$ cat config.mk
export PLATFORM = sky130hd
export DESIGN_NAME = jtpang_sndwr_sched
export DESIGN_NICKNAME = d
export VERILOG_FILES = /design/src/rtl/jtpang_sndwr_sched.sv
export SDC_FILE = /design/constraint.sdc
export NUM_CORES = 1
export LEC_CHECK = 0
export ABC_AREA = 1
export ABC_CLOCK_PERIOD_IN_PS = 8000
export CAP_MARGIN = 25
export CORE_MARGIN = 2
export CORE_UTILIZATION = 40
export CTS_CLUSTER_DIAMETER = 150
export CTS_CLUSTER_SIZE = 12
export DETAILED_ROUTE_END_ITERATION = 12
export GPL_TIMING_DRIVEN = 1
export HOLD_SLACK_MARGIN = 0.02
export PLACE_DENSITY = 0.59
export SYNTH_ARGS = -nofsm -noshare
export SYNTH_HDL_FRONTEND = slang
export SYNTH_SLANG_ARGS = --single-unit
$ cat constraint.sdc
create_clock -name clk -period 8 [get_ports clk]
set_input_delay 1.2 -clock clk [delete_from_list [all_inputs] [get_ports clk]]
set_output_delay 1.2 -clock clk [all_outputs]
set_load 0.005 [all_outputs]
$ cat src/rtl/jtpang_sndwr_sched.sv
`timescale 1ns/1ps
// jtpang_sndwr_sched
// Write scheduler between the main CPU and the sound chips (jtopll FM and
// jt6295 PCM). CPU writes are captured into a small FIFO. They are replayed
// to the chips with a per-chip recovery gap, and the gap is counted in fm_cen
// ticks. A one-entry skid register absorbs a write that arrives while the FIFO
// is full. The CPU is held with cpu_wait_n until that entry drains.
//
// Ports
//   clk, rst_n          system clock, asynchronous active-low reset
//   fm_cen              4 MHz enable, timing base for the scheduler
//   cpu_dout/cpu_a0     CPU write data and address bit 0
//   cpu_wr_n            CPU write strobe (active low)
//   fm_cs/pcm_cs        CPU chip selects (FM wins when both are high)
//   cpu_wait_n          low stalls the CPU while the skid entry is pending
//   chip_din/chip_a0    data/address towards the chips
//   fm_cs_o/pcm_cs_o    chip selects towards jtopll/jt6295
//   chip_wr_n           write strobe towards both chips
//   busy                queued, pending or in-flight write present
//   stall_cnt           number of writes that entered the skid register
//
// Optional feature: define JTPANG_SNDSCHED_STATS_EN to build the saturating
// stall counter. Without it stall_cnt is tied to zero.

module jtpang_sndwr_sched #(
   parameter int unsigned AW       = 2,
   parameter int unsigned FM_AWAIT = 12,
   parameter int unsigned FM_DWAIT = 84,
   parameter int unsigned PCM_WAIT = 16
)(
   input  logic       clk,
   input  logic       rst_n,
   input  logic       fm_cen,
   input  logic [7:0] cpu_dout,
   input  logic       cpu_a0,
   input  logic       cpu_wr_n,
   input  logic       fm_cs,
   input  logic       pcm_cs,
   output logic       cpu_wait_n,
   output logic [7:0] chip_din,
   output logic       chip_a0,
   output logic       fm_cs_o,
   output logic       pcm_cs_o,
   output logic       chip_wr_n,
   output logic       busy,
   output logic [7:0] stall_cnt
);

   localparam int unsigned DEPTH = 1 << AW;
   localparam int unsigned CNTW  = AW + 1;
   localparam int unsigned CW    = 8;

   typedef struct packed {
      logic       tgt;   // 1: FM, 0: PCM
      logic       a0;
      logic [7:0] data;
   } entry_t;

   typedef enum logic [1:0] {
      ST_IDLE   = 2'd0,
      ST_LOAD   = 2'd1,
      ST_STROBE = 2'd2,
      ST_HOLD   = 2'd3
   } state_t;

   // ---------------------------------------------------------------- capture
   logic    wr_n_d;
   logic    ev_c;
   entry_t  ev_entry;

   always_ff @(posedge clk or negedge rst_n) begin
      if (!rst_n) wr_n_d <= 1'b1;
      else        wr_n_d <= cpu_wr_n;
   end

   // One event per strobe: only the high-to-low transition counts
   assign ev_c = wr_n_d & ~cpu_wr_n & (fm_cs | pcm_cs);

   always_comb begin
      ev_entry      = '0;
      ev_entry.tgt  = fm_cs;
      ev_entry.a0   = cpu_a0;
      ev_entry.data = cpu_dout;
   end

   // ---------------------------------------------------------------- FIFO
   entry_t            mem [DEPTH];
   logic [AW-1:0]     wr_ptr, rd_ptr;
   logic [CNTW-1:0]   count, count_nxt;
   logic              full, empty;
   logic              skid_v, skid_v_nxt;
   entry_t            skid_d;
   logic              pop, can_push, push, push_ev, push_skid, skid_load;
   entry_t            push_data, head;
   state_t            state, state_nxt;

   assign full      = (count == CNTW'(DEPTH));
   assign empty     = (count == '0);
   assign head      = mem[rd_ptr];
   assign pop       = (state == ST_IDLE) & ~empty;
   // A pop in the same cycle frees the slot a push needs
   assign can_push  = ~full | pop;
   assign push_skid = skid_v & can_push;
   assign push_ev   = ev_c & ~skid_v & can_push;
   // A new event moves into the skid when it cannot go straight to the FIFO
   assign skid_load = ev_c & (skid_v ? push_skid : ~can_push);
   assign push      = push_skid | push_ev;
   assign push_data = skid_v ? skid_d : ev_entry;
   assign skid_v_nxt = skid_load | (skid_v & ~push_skid);
   assign count_nxt = count + CNTW'(push) - CNTW'(pop);

   always_ff @(posedge clk) begin
      if (push) mem[wr_ptr] <= push_data;
   end

   always_ff @(posedge clk or negedge rst_n) begin
      if (!rst_n) begin
         wr_ptr <= '0;
         rd_ptr <= '0;
         count  <= '0;
         skid_v <= 1'b0;
         skid_d <= '0;
      end else begin
         if (push)      wr_ptr <= wr_ptr + AW'(1);
         if (pop)       rd_ptr <= rd_ptr + AW'(1);
         if (skid_load) skid_d <= ev_entry;
         count  <= count_nxt;
         skid_v <= skid_v_nxt;
      end
   end

   // ---------------------------------------------------------------- scheduler
   logic [CW-1:0] wcnt, wcnt_nxt, wait_sel;
   logic [7:0]    din_nxt;
   logic          a0_nxt, fmcs_nxt, pcmcs_nxt, wr_n_nxt, busy_nxt;

   // The entry in flight is identified by the registered selects and a0
   always_comb begin
      if (fm_cs_o) wait_sel = chip_a0 ? CW'(FM_DWAIT) : CW'(FM_AWAIT);
      else         wait_sel = CW'(PCM_WAIT);
   end

   // State register
   always_ff @(posedge clk or negedge rst_n) begin
      if (!rst_n) state <= ST_IDLE;
      else        state <= state_nxt;
   end

   // Next-state logic
   always_comb begin
      state_nxt = state;
      unique case (state)
         ST_IDLE:   if (!empty)                   state_nxt = ST_LOAD;
         ST_LOAD:   if (fm_cen)                   state_nxt = ST_STROBE;
         ST_STROBE: if (fm_cen)                   state_nxt = ST_HOLD;
         ST_HOLD:   if (fm_cen && wcnt == '0)     state_nxt = ST_IDLE;
      endcase
   end

   // Output logic: next values of the registered chip-side signals
   always_comb begin
      din_nxt   = chip_din;
      a0_nxt    = chip_a0;
      fmcs_nxt  = fm_cs_o;
      pcmcs_nxt = pcm_cs_o;
      wcnt_nxt  = wcnt;
      wr_n_nxt  = 1'b1;
      unique case (state)
         ST_IDLE: begin
            if (!empty) begin
               din_nxt   = head.data;
               a0_nxt    = head.a0;
               fmcs_nxt  = head.tgt;
               pcmcs_nxt = ~head.tgt;
            end
         end
         ST_LOAD: begin
            wr_n_nxt = ~fm_cen;
         end
         ST_STROBE: begin
            // Strobe lasts until the next fm_cen, which also arms the gap
            wr_n_nxt = fm_cen;
            if (fm_cen) wcnt_nxt = wait_sel;
         end
         ST_HOLD: begin
            if (fm_cen) begin
               fmcs_nxt  = 1'b0;
               pcmcs_nxt = 1'b0;
               if (wcnt != '0) wcnt_nxt = wcnt - CW'(1);
            end
         end
      endcase
      busy_nxt = (count_nxt != '0) | (state_nxt != ST_IDLE) | skid_v_nxt;
   end

   // Output registers
   always_ff @(posedge clk or negedge rst_n) begin
      if (!rst_n) begin
         wcnt       <= '0;
         chip_din   <= 8'd0;
         chip_a0    <= 1'b0;
         fm_cs_o    <= 1'b0;
         pcm_cs_o   <= 1'b0;
         chip_wr_n  <= 1'b1;
         busy       <= 1'b0;
         cpu_wait_n <= 1'b1;
      end else begin
         wcnt       <= wcnt_nxt;
         chip_din   <= din_nxt;
         chip_a0    <= a0_nxt;
         fm_cs_o    <= fmcs_nxt;
         pcm_cs_o   <= pcmcs_nxt;
         chip_wr_n  <= wr_n_nxt;
         busy       <= busy_nxt;
         cpu_wait_n <= ~skid_v_nxt;
      end
   end

   // ---------------------------------------------------------------- stats
`ifdef JTPANG_SNDSCHED_STATS_EN
   logic [7:0] stall_q;

   // Saturating count of writes that had to wait in the skid register
   always_ff @(posedge clk or negedge rst_n) begin
      if (!rst_n)                             stall_q <= 8'd0;
      else if (skid_load && stall_q != 8'hFF) stall_q <= stall_q + 8'd1;
   end

   assign stall_cnt = stall_q;
`else
   assign stall_cnt = 8'd0;
`endif

endmodule

# Yosys cells after proc, flatten, opt, wreduce, memory -nomap -nowiden
# Memory sizes are Yosys's and may differ from the RTL's.
# Index checks and enable logic that the tools add are counted.
[op_classes]
reduce_logical = 12
addsub = 5
n_eq_ne = 8
bitwise = 23
mux = 21
[ops]
columns = ["op", "n"]
rows = [
  ["8-bit two-way mux", 3],
  ["8-bit case mux with 2 select lines", 1],
  ["7-bit two-way mux", 2],
  ["10-bit two-way mux", 1],
  ["1-bit NOT", 9],
  ["1-bit bitwise AND", 8],
  ["8-bit zero test", 1],
  ["2-bit two-way mux", 4],
  ["2-bit inequality test, second input constant", 4],
  ["2-bit case mux with 4 select lines", 1],
  ["8-bit nonzero test", 1],
  ["8-bit by 1-bit subtractor with 8-bit output, second input constant", 1],
  ["1-bit two-way mux", 6],
  ["1-bit bitwise OR", 6],
  ["1-bit case mux with 2 select lines", 3],
  ["2-bit nonzero test", 3],
  ["2-bit by 1-bit adder with 2-bit output, second input constant", 2],
  ["2-bit == test, second input constant", 2],
  ["4-bit AND reduction", 1],
  ["3-bit by 1-bit adder with 3-bit output", 1],
  ["3-bit == test, second input constant", 1],
  ["3-bit zero test", 1],
  ["3-bit AND reduction", 1],
  ["3-bit nonzero test", 1],
  ["other kinds (5)", 5],
]
[word_totals]
word_cells = 87
ram_bits = 40
output_inout_bits = 22
ff_bits = 43
mem_count = 1
[mem_list]
columns = ["memory", "words", "width", "read_ports", "rd_clocked_by_memory_dff", "write_ports", "line_no", "source"]
rows = [
  ["mem", 4, 10, 1, 0, 1, "87", "entry_t mem [DEPTH];"],
]

# Longest topological paths before layout
# Gate-level depths: netlist (run 1).
[logic_depth]
depth_word = 11
ltp_mapped = 18
mapped_depth_nobuf = 18

# Worst setup path before layout (run 1)
# No wires, ideal clock.
[synth_timing]
kind = "in2reg"
start = "input fm_cs"
end = "register busy"
required_ns = 7.875
arrival_time_ns = 3.150
setup_slack_ns = 4.724
path_buffers = 0
path_stages = 16
cell_sequence = "inv_1 > nand2_1 > nand3_1 > nor2_1 > nand2_1 > nand2_1 > inv_1 > ha_1 > inv_1 > ha_1 > fa_1 > or2_2 > nor2_1 > nand2_1 > nor2_1 > nand3_1"
[synth_via]
elab_chain_len = 10
[synth_lines]
columns = ["element", "line_no", "source"]
rows = [
  ["start: declaration", "37", "input logic fm_cs,"],
  ["1-bit bitwise OR", "77", "assign ev_c = wr_n_d & ~cpu_wr_n & (fm_cs | pcm_cs);"],
  ["1-bit bitwise AND", "77", ""],
  ["1-bit bitwise AND (2 in a row)", "104", "assign push_ev = ev_c & ~skid_v & can_push;"],
  ["1-bit bitwise OR", "107", "assign push = push_skid | push_ev;"],
  ["3-bit by 1-bit adder with 3-bit output", "110", "assign count_nxt = count + CNTW'(push) - CNTW'(pop);"],
  ["3-bit by 1-bit subtractor with 3-bit output", "110", ""],
  ["net count_nxt[1]", "89", "logic [CNTW-1:0] count, count_nxt;"],
  ["3-bit nonzero test", "193", "busy_nxt = (count_nxt != '0) | (state_nxt != ST_IDLE) | skid_v_nxt;"],
  ["1-bit bitwise OR (2 in a row)", "193", ""],
  ["net busy_nxt", "135", "logic a0_nxt, fmcs_nxt, pcmcs_nxt, wr_n_nxt, busy_nxt;"],
  ["end signal: assignment", "214", "busy <= busy_nxt;"],
  ["end: declaration", "45", "output logic busy,"],
]
# The timed path passes the listed nets, and every way through them passes these cells.
# A chain may end at the register's enable or synchronous reset.

# Worst setup path in the final report (run 1)
# Ends and elaborated chain as after synthesis.

==> flow_summary_export.csv, run 1 <==
group,metric,value,unit
status,outcome,"finished, final reports clean",
placement,hpwl,4800,um
critical_path,worstRegToRegCells,17,
yosys,synth_top_area_frac,0.311,
critical_path,cp_max_fo,5,
cts,cts_tree,"built",
worst_hold_path,hold_end,"wcnt[0]",
cts,clk_pin_slew,0.08,ns
power,power_density,359,mW/mm2
drt,route.met2.wl,3240,um
sta,post-route-period-util,0.447,
finish,area_growth,15.5,%
worst_hold_path,min_from,"wcnt[0]",
critical_path,cpMostUsedCell,"nand2_1",
grt,grt_pass1_vias,2412,
die,die_w,102,um
finish,final_common_cell,"nand2_1",
drt,routed_via_density,4.55,
finish,final_cell_mix,"88 x nand2_1, 63 x nor2_1, 52 x inv_1",
critical_path,critPathKind,"primary input to register",
critical_path,crit_required,8.24,ns
grt,antenna_found_initial,0,
finish,antennaDiodeCount,0,
die,core_area,0.00933,mm2
drt,top_layer,"met4",
drt,dr.pass1.iters,4,
sta,fmax,280,MHz
placement,dpl-instance-area,0.00423,mm2
cts,cts_root_buf,"clkbuf_8",
critical_path,regToRegSetupSlack,4.85,ns
finish,drive_gt1_frac,0.0604,
yosys,synth_top_area_cell,"edfxtp_1",
critical_path,critPathMaxStageDelay,0.46,ns
die,initial_core_util,0.415,
worst_hold_path,holdPathStages,2,
sta,rsz0062_at_grt,"false",
critical_path,timing.rr.end,"busy",
cts,cts_buffers,9,
sta,slew_headroom,0.347,
yosys,synthTopCellsByArea,"edfxtp_1 31%, dfrtp_1 26%, nand2_1 8.5%",
sta,fin_setup_tns,0,ns
power,peakVddDrop,111,uV
cts,hold_buffers,0,
sta,drv_slew,0,
yosys,ys_types,32,
critical_path,start_kind,"primary input",
grt,grt_pass1_wl,11600,um
critical_path,r2r_start,"state[1]",
worst_hold_path,hp-class,"register to register",
cts,post_cts_buffers,0,
yosys,synth_edf_count,40,
drt,drc,0,
drt,ant_nets,0,
yosys,ys.flop_type,"edfxtp_1",
cts,cts.sinks,83,
sta,min_period,3.58,ns
power,finalPower,1.60,mW
power,p_leak,1.97,nW
critical_path,crit_buf_inv,4,
yosys,yosysSeqAreaShare,0.590,
die,rows,35,
cts,post_cts_resize_count,0,
die,dieArea,0.0105,mm2
yosys,postSynthAreaPerCell,9.34,um2
yosys,synth_seq_cells,83,
sta,fin_skew,0.0111,ns
finish,final_area,0.00447,mm2
sta,hold_viol_final,0,
yosys,syn-instance-count,414,
run,maxCapViolations,0,
yosys,async_flop_share,0.518,
yosys,synth_area,0.00387,mm2
drt,wl_met3,259,um
grt,grt_max_degree,29,
grt,grt_usage,0.149,
drt,wl,6890,um
drt,num_vias,2620,
critical_path,path_cells,"clkdlybuf4s50_1 > inv_1 > nand2_1 > nand3_1 > nor2_1 > nand2_1 > nand2_1 > inv_1 > ha_1 > inv_1 > ha_1 > fa_1 > or2_2 > nor2_1 > nand2_1 > nor2_1 > nand3_1",
yosys,yosysWarnings,0,
placement,place_congestion,0.835,
critical_path,crit_slowest_cell,"fa_1",
critical_path,endpoint_kind,"register",
finish,final_util,0.479,
cts,clk_path_buf_depth,2,
critical_path,cp_top_family,"simple AND/OR/NAND/NOR gates",
critical_path,worstPathArrival,3.82,ns
sta,setup_viol_count_final,0,
sta,worstMarginPinSlew,0.976,ns
drt,wl_met1,3270,um
cts,clock_latency,0.36,ns
placement,numPortBuffers,28,
drt,wl_per_cell,12.0,um
die,fp.dieH,102,um
die,boundaryPins,37,
grt,overflow,0,
cts,cts-htree-levels,3,
finish,fin_nets,472,
finish,nFillCells,880,
drt,drtIter0Drc,156,
[kinds of logic (layout without fill, tap and decap cells)]
family / after synthesis / in the layout / share of synthesized area
and+or+nand+nor: 173 / 173 / 0.179
adders and majority gates: 15 / 15 / 0.0505
xor gates and xnor gates: 2 / 2 / 0.00453
DFF: 83 / 83 / 0.590
buffers and inverters: 73 / 99 / 0.0844
other: 1 / 8 / 0.000970
AOI/OAI and AO/OA: 67 / 67 / 0.0912
[synthesized netlist by cell type, types with 2 or more instances]
library cell	n
a21oi_1	5
a31oi_1	8
buf_2	5
buf_4	8
buf_6	2
clkbuf_1	3
dfrtp_1	40
dfstp_2	3
edfxtp_1	40
ha_1	14
inv_1	52
nand2_1	88
nand3_1	14
nor2_1	63
o21ai_0	49
o21ai_1	2
or2_2	2
xor2_1	2
[worst max-delay path by stage]
stage / startpoint / to / slack [ns] / depth (start not counted)
after floorplan: fm_cs / busy / 4.72 / 16
after global placement: fm_cs / busy / 4.14 / 17
after detailed placement: fm_cs / busy / 4.03 / 17
after CTS: fm_cs / busy / 4.42 / 17
after global routing: fm_cs / busy / 4.28 / 17
final: fm_cs / busy / 4.42 / 17
[where the power goes]
part	internal [mW]	switching (mW)	leakage [nW]
Combinational	0.237	0.342	0.975
Sequential	0.576	0.0857	0.870
Clock	0.209	0.154	0.121
Total	1.02	0.582	1.97
[area by class of cell]
class | count | area, um2 | area share
tap | 129 | 161 | 0.0361
clock inverter | 6 | 113 | 0.0252
sequential | 83 | 2280 | 0.511
multi-input combinational | 265 | 1290 | 0.288
inverter | 54 | 203 | 0.0454
timing repair buffer | 29 | 295 | 0.0661
clock buffer | 10 | 128 | 0.0286
[worst reg2reg max path: stages, from the launching register on]
cell,delay [ns]
dfrtp_1,0.42
inv_1,0.10
ha_1,0.20
inv_1,0.14
nand3_1,0.16
ha_1,0.22
inv_1,0.05
nand2_1,0.09
inv_1,0.14
ha_1,0.25
inv_1,0.05
ha_1,0.16
fa_1,0.44
or2_2,0.30
nor2_1,0.11
nand2_1,0.05
nor2_1,0.08
nand3_1,0.07
[registers in the layout, indices dropped and copies added (netlist names)]
signal	count
mem	40
skid_d	10
chip_din	8
wcnt	8
count	3
rd_ptr	2
state	2
wr_ptr	2
busy	1
chip_a0	1
chip_wr_n	1
cpu_wait_n	1
fm_cs_o	1
pcm_cs_o	1
skid_v	1
wr_n_d	1
[metal layers]
| layer | global-route usage | vias up |
|---|---|---|
| li1 | - | 1368 |
| met1 | 0.200 | 1192 |
| met2 | 0.227 | 52 |
| met3 | 0.0356 | 8 |
| met4 | 0.0749 | 0 |
| met5 | 0 | - |
[per-stage QoR]
step | hold slack [ns] | setup slack, ns | instances
final | 0.492 | 4.42 | 576
after detailed placement | 0.473 | 4.03 | 560
after global routing | 0.523 | 4.28 | 576
after global placement | 0.468 | 4.14 | 559
after CTS | 0.494 | 4.42 | 576
after floorplan | 0.453 | 4.72 | 421
No activity file was read; power rests on OpenSTA's default activity.
==> inputs of run 2 (changes only) <==
--- a/config.mk
+++ b/config.mk
@@ -6,7 +6,7 @@
 export NUM_CORES = 1
 export LEC_CHECK = 0
 export ABC_AREA = 1
-export ABC_CLOCK_PERIOD_IN_PS = 8000
+export ABC_CLOCK_PERIOD_IN_PS = 2960
 export CAP_MARGIN = 25
 export CORE_MARGIN = 2
 export CORE_UTILIZATION = 40
@@ -15,7 +15,7 @@
 export DETAILED_ROUTE_END_ITERATION = 12
 export GPL_TIMING_DRIVEN = 1
 export HOLD_SLACK_MARGIN = 0.02
-export PLACE_DENSITY = 0.59
+export PLACE_DENSITY = 0.61
 export SYNTH_ARGS = -nofsm -noshare
 export SYNTH_HDL_FRONTEND = slang
 export SYNTH_SLANG_ARGS = --single-unit
==> constraint.sdc (replaced) <==
create_clock -name clk -period 2.96 [get_ports clk]
set_input_delay 0.444 -clock clk [delete_from_list [all_inputs] [get_ports clk]]
set_output_delay 0.444 -clock clk [all_outputs]
set_load 0.005 [all_outputs]
==> flow_summary_export.csv, run 2 (synthesized netlist as in run 1, its figures left out) <==
group,metric,value,unit
status,outcome,"finished, final reports clean",
critical_path,cp_max_fo,4,
power,switching_share,0.381,
critical_path,cp_top_family,"adder cells",
grt,grt_usage,0.148,
sta,fin_skew,0.0112,ns
critical_path,worstRegToRegCells,17,
critical_path,crit_end,"busy",
die,rows,35,
run,maxCapViolations,0,
critical_path,crit_required,3.20,ns
cts,clk_path_buf_depth,2,
critical_path,critPathKind,"register to register",
placement,hpwl,4820,um
critical_path,regToRegSetupSlack,0.20,ns
critical_path,r2r_start,"state[0]",
die,dieArea,0.0105,mm2
grt,overflow,0,
cts,cts.sinks,83,
critical_path,endpoint_kind,"register",
sta,fmax,362,MHz
power,pwr-share-clk,0.175,
sta,post-route-period-util,0.934,
placement,place_congestion,0.766,
finish,final_area,0.00452,mm2
finish,final_cell_mix,"88 x nand2_1, 63 x nor2_1, 50 x inv_1",
sta,rsz0062_at_grt,"false",
sta,slew_headroom,0.606,
grt,grt_max_degree,32,
drt,drc,0,
placement,place_ws,-0.0720,ns
grt,grt_pass1_vias,2539,
power,pwr-share-comb,0.404,
critical_path,cp-startpoint,"state[0]",
critical_path,timing.rr.end,"busy",
power,power_density,920,mW/mm2
cts,clock_latency,0.35,ns
placement,numPortBuffers,28,
cts,cts-htree-levels,3,
sta,hold_viol_final,0,
finish,drive_gt1_frac,0.0933,
grt,use_met1,0.197,
finish,nFillCells,877,
cts,clk_pin_slew,0.09,ns
cts,cts_root_buf,"clkbuf_8",
grt,antenna_found_initial,0,
sta,drv_slew,0,
critical_path,crit_buf_inv,5,
drt,drtIter0Drc,137,
grt,grtUsageMet2,0.234,
finish,antennaDiodeCount,0,
finish,largest_reg_flops,40,
grt,met3_usage,0.0335,
finish,final_common_cell,"nand2_1",
finish,reg_top3,"mem (40), skid_d (10)",
drt,dr.pass1.iters,5,
cts,cts_tree,"built",
drt,wl_per_cell,11.9,um
sta,worstMarginPinSlew,0.584,ns
die,fp.dieH,102,um
power,p_sw,1.58,mW
drt,routed_via_density,4.60,
finish,top_register,"mem",
critical_path,start_kind,"register",
sta,min_period,2.76,ns
die,core_area,0.00933,mm2
sta,setup_ws,0.195,ns
critical_path,worstPathArrival,3.00,ns
critical_path,cp.depth,17,
critical_path,critPathMaxStageDelay,0.42,ns
sta,timing.hold.ws,0.490,ns
power,pwr-share-seq,0.421,
cts,cts_buffers,9,
finish,area_growth,16.8,%
drt,ant_nets,0,
power,p_int,2.57,mW
critical_path,cpMostUsedCell,"ha_1",
power,peakVddDrop,286,uV
placement,dpl-instance-area,0.00431,mm2
die,die_w,102,um
grt,busiest_layer,"met2",
worst_hold_path,holdPathStages,2,
die,boundaryPins,37,
drt,num_vias,2716,
finish,fin_nets,486,
sta,setup_viol_count_final,0,
worst_hold_path,hp-class,"register to register",
power,p_leak,1.99,nW
critical_path,crit_slowest_cell,"fa_1",
grt,grt_pass1_wl,11800,um
die,initial_core_util,0.415,
critical_path,path_cells,"inv_2 > ha_1 > inv_2 > nand3_2 > ha_1 > inv_1 > nand2_1 > inv_1 > ha_1 > inv_1 > ha_1 > fa_1 > or2_2 > nor2_1 > nand2_1 > nor2_1 > nand3_1",
drt,wl,7030,um
==> run 2: changes by cell type in the layout (fill, tap and decap cells not counted), sizes merged <==
cell / delta
buf: +13
bufinv: -3
clkinvlp: +3
dlygate4sd3: +1
==> run 2: worst reg2reg max path: stages (launching register included) <==
cell and delay [ns]:
dfrtp_1 0.40, inv_2 0.07, ha_1 0.23, inv_2 0.07, nand3_2 0.09, ha_1 0.19
inv_1 0.05, nand2_1 0.06, inv_1 0.08, ha_1 0.22, inv_1 0.06, ha_1 0.15
fa_1 0.42, or2_2 0.30, nor2_1 0.10, nand2_1 0.05, nor2_1 0.07, nand3_1 0.06
==> run 2: stage by stage <==
stage / setup TNS (ns) / power [mW] / instances / util
2_1_floorplan: 0 / 2.91 / 421 / -
3_3_place_gp: -0.0248 / 3.40 / 570 / 0.460
3_5_place_dp: -0.0720 / 3.45 / 571 / 0.462
4_1_cts: 0 / 4.19 / 588 / 0.482
5_1_grt: 0 / 4.56 / 590 / 0.484
6_report: 0 / 4.16 / 590 / 0.484
==> run 2: layout make-up <==
type                       count  area, um2  area share
clock buffer                  10        128      0.0283
tap                          129        161      0.0357
sequential                    83       2280       0.505
timing repair buffer          43        403      0.0892
inverter                      54        203      0.0449
multi-input combinational    265       1290       0.286
clock inverter                 6       48.8      0.0108
==> run 2: power groups by stage <==
stage	clock network [mW]	logic [mW]	registers, mW
finish	0.729	1.68	1.75
global route	0.808	1.97	1.79
CTS	0.753	1.68	1.75
detailed placement	0	1.67	1.78
global placement	0	1.63	1.77
floorplan	0	1.19	1.73
==> run 2: how the worst min path moves through the flow <==
stage,start,end,slack (ns)
2_1_floorplan,rst_n,busy,0.15
3_3_place_gp,wcnt[0],wcnt[0],0.47
3_5_place_dp,rst_n,wcnt[7],0.37
4_1_cts,wcnt[1],wcnt[1],0.50
5_1_grt,cpu_wr_n,wr_n_d,0.52
6_report,wcnt[1],wcnt[1],0.49
==> run 2: layer usage <==
metal / routed length (um) / share of wire / up-vias
met2: 3330 / 0.47 / 49
met1: 3380 / 0.48 / 1264
met4: 64 / 0.0091 / 0
met5: 0 / 0 / -
met3: 262 / 0.037 / 6
li1: - / - / 1397
==> run 2: what timing repair did <==
item / 4_1_cts / 5_1_grt
hold endpoints to repair: 12 / 0
endpoints found under the setup margin: 0 / 1
gates resized for setup: 0 / 3
buffers inserted: 0 / 2
hold buffers: 1 / 0
==> inputs of run 3 (changes only) <==
--- a/config.mk
+++ b/config.mk
@@ -5,7 +5,6 @@
 export SDC_FILE = /design/constraint.sdc
 export NUM_CORES = 1
 export LEC_CHECK = 0
-export ABC_AREA = 1
 export ABC_CLOCK_PERIOD_IN_PS = 2960
 export CAP_MARGIN = 25
 export CORE_MARGIN = 2
@@ -15,7 +14,8 @@
 export DETAILED_ROUTE_END_ITERATION = 12
 export GPL_TIMING_DRIVEN = 1
 export HOLD_SLACK_MARGIN = 0.02
-export PLACE_DENSITY = 0.61
+export PLACE_DENSITY = 0.62
+export RECOVER_POWER = 50
 export SYNTH_ARGS = -nofsm -noshare
 export SYNTH_HDL_FRONTEND = slang
 export SYNTH_SLANG_ARGS = --single-unit
==> flow_summary_export.csv, run 3 <==
group,metric,value,unit
cts,cts_tree,"built",
sta,worstMarginPinSlew,1.09,ns
yosys,synthMuxAreaShare,0.153,
placement,dp.cells,398,
die,core_area,0.00915,mm2
cts,cts_buffers,9,
die,fp.dieH,101,um
yosys,synth_area,0.00374,mm2
die,rows,35,
sta,fin_skew,0.00774,ns
sta,min_period,2.99,ns
die,dieArea,0.0101,mm2
grt,grt_pass1_vias,2114,
drt,num_vias,2093,
yosys,ys.flop_type,"edfxtp_1",
finish,drive_gt1_frac,0.289,
critical_path,cp-startpoint,"state[1]",
placement,numPortBuffers,28,
placement,dpl-instance-area,0.00421,mm2
die,die_w,101,um
finish,largest_reg_flops,40,
critical_path,start_kind,"register",
cts,cts-htree-levels,3,
yosys,postSynthAreaPerCell,14.6,um2
yosys,synth_top_area_frac,0.321,
sta,post-route-period-util,1.01,
yosys,syn-instance-count,256,
placement,place_congestion,0.776,
cts,hold_buffers,0,
power,finalPower,4.11,mW
critical_path,critPathKind,"register to register",
cts,post_cts_buffers,0,
sta,setup_ws,-0.0254,ns
sta,timing.hold.ws,0.288,ns
yosys,synth_edf_count,40,
die,boundaryPins,37,
power,p_int,2.79,mW
critical_path,regToRegSetupSlack,-0.03,ns
worst_hold_path,hp-class,"primary input to asynchronous set/reset pin",
drt,drtIter0Drc,85,
critical_path,timing.rr.end,"busy",
finish,antennaDiodeCount,0,
power,power_density,931,mW/mm2
yosys,synth_seq_cells,83,
power,p_leak,1.74,nW
yosys,synthTopCellsByArea,"edfxtp_1 32%, dfrtp_1 27%, mux2_2 9.0%",
grt,overflow,0,
sta,rsz0062_at_grt,"true",
yosys,synth_simple_gate_area_share,0.0609,
finish,fin_cells,415,
sta,fmax,335,MHz
critical_path,r2r_start,"state[1]",
critical_path,worstPathArrival,3.20,ns
power,pwr-share-seq,0.448,
sta,slew_headroom,0.270,
drt,wl,6380,um
status,outcome,"complete, but fails checks",
grt,grt_max_degree,44,
cts,clk_path_buf_depth,2,
yosys,yosysWarnings,0,
critical_path,worstRegToRegCells,14,
finish,final_area,0.00442,mm2
power,pwr-share-clk,0.172,
finish,reg_top3,"mem (40), skid_d (10)",
yosys,synth_top_area_cell,"edfxtp_1",
yosys,synth_xor_area_frac,0.0141,
drt,routed_via_density,5.04,
cts,cts.sinks,83,
yosys,yosysSeqAreaShare,0.610,
sta,setup_viol_count_final,1,
drt,wl_per_cell,15.4,um
cts,clock_latency,0.34,ns
critical_path,crit_required,3.17,ns
drt,drc,0,
cts,clk_pin_slew,0.08,ns
cts,cts_root_buf,"clkbuf_8",
power,p_sw,1.33,mW
run,maxCapViolations,0,
yosys,synthAdderAreaFrac,0.0522,
critical_path,cp_max_fo,2,
drt,dr.pass1.iters,4,
drt,ant_nets,0,
power,peakVddDrop,257,uV
yosys,async_flop_share,0.518,
grt,grt_pass1_wl,10500,um
placement,place_ws,-0.302,ns
power,switching_share,0.322,
die,initial_core_util,0.408,
finish,fin_nets,329,
yosys,ys_top_cells_by_count,"40 x dfrtp_1, 40 x edfxtp_1, 30 x mux2_2",
sta,hold_viol_final,0,
status,violations,"negative setup slack",
yosys,synth_compound_area_frac,0.0626,
grt,grt_usage,0.136,
finish,top_register,"mem",
finish,final_cell_mix,"40 x dfrtp_1, 40 x edfxtp_1, 30 x mux2_2",
yosys,ys_types,46,
placement,hpwl,4290,um
yosys,synth_top_family_by_area,"multiplexers",
grt,antenna_found_initial,0,
power,pwr-share-comb,0.380,
finish,area_growth,18.2,%
critical_path,endpoint_kind,"register",
sta,drv_slew,0,
## run 3: area by class of cell
cell class	instances	area, um2
fillers	807	4740
flip-flops and latches	83	2280
multi-input cells	143	1360
repair buffers	42	392
well taps	111	139
clock buffers	10	138
inverters	20	75.1
clock inverters	6	31.3
## run 3: per-layer routing
metal / part of all wire / wire length (um) / up-vias / GRT usage
met5: 0 / 0 / - / 0
met4: 0.013 / 85 / 0 / 0.0569
met3: 0.030 / 190 / 8 / 0.0243
met2: 0.49 / 3130 / 46 / 0.225
met1: 0.47 / 2980 / 1031 / 0.176
li1: - / - / 1008 / -
## run 3: cell families after synthesis
family / count (synthesis)
mux: 41
flops: 83
compound gates: 34
simple gates: 39
fa+ha+maj: 15
other cells: 1
buf+inv: 37
xor+xnor: 6
## run 3: how the worst max path moves through the flow
stage               slack [ns]  endpoint  cells past startpoint
global placement         -0.27      busy                     13
global route             -0.19      busy                     14
CTS                      -0.05      busy                     16
finish                   -0.03      busy                     14
detailed placement       -0.30      busy                     13
floorplan                -0.33      busy                     17
## run 3: worst max-delay path: stages (launching register included)
cell and delay, ns:
dfrtp_1 0.37, inv_2 0.06, ha_4 0.17, nor4b_4 0.24, inv_1 0.08, ha_2 0.18, inv_2 0.06, o31ai_4 0.06
inv_1 0.06, ha_1 0.21, inv_1 0.06, ha_2 0.16, fa_2 0.43, or3_1 0.36, or4_1 0.39
## run 3: repair_timing
action                     in CTS  in global routing
pin swaps                       1                  0
resized for setup               4                  1
setup endpoints to repair       1                  1
## run 3: power groups by stage
stage	Clock, mW	Combinational, mW	Sequential, mW
floorplan	0	1.13	1.76
global placement	0	1.52	1.85
detailed placement	0	1.55	1.87
CTS	0.730	1.57	1.85
global route	0.788	1.74	1.89
finish	0.706	1.56	1.84
## run 3: stage by stage
step | utilization | TNS (ns)
floorplan | - | -0.325
global placement | 0.460 | -0.269
detailed placement | 0.460 | -0.302
CTS | 0.480 | -0.0463
global route | 0.483 | -0.190
finish | 0.483 | -0.0254
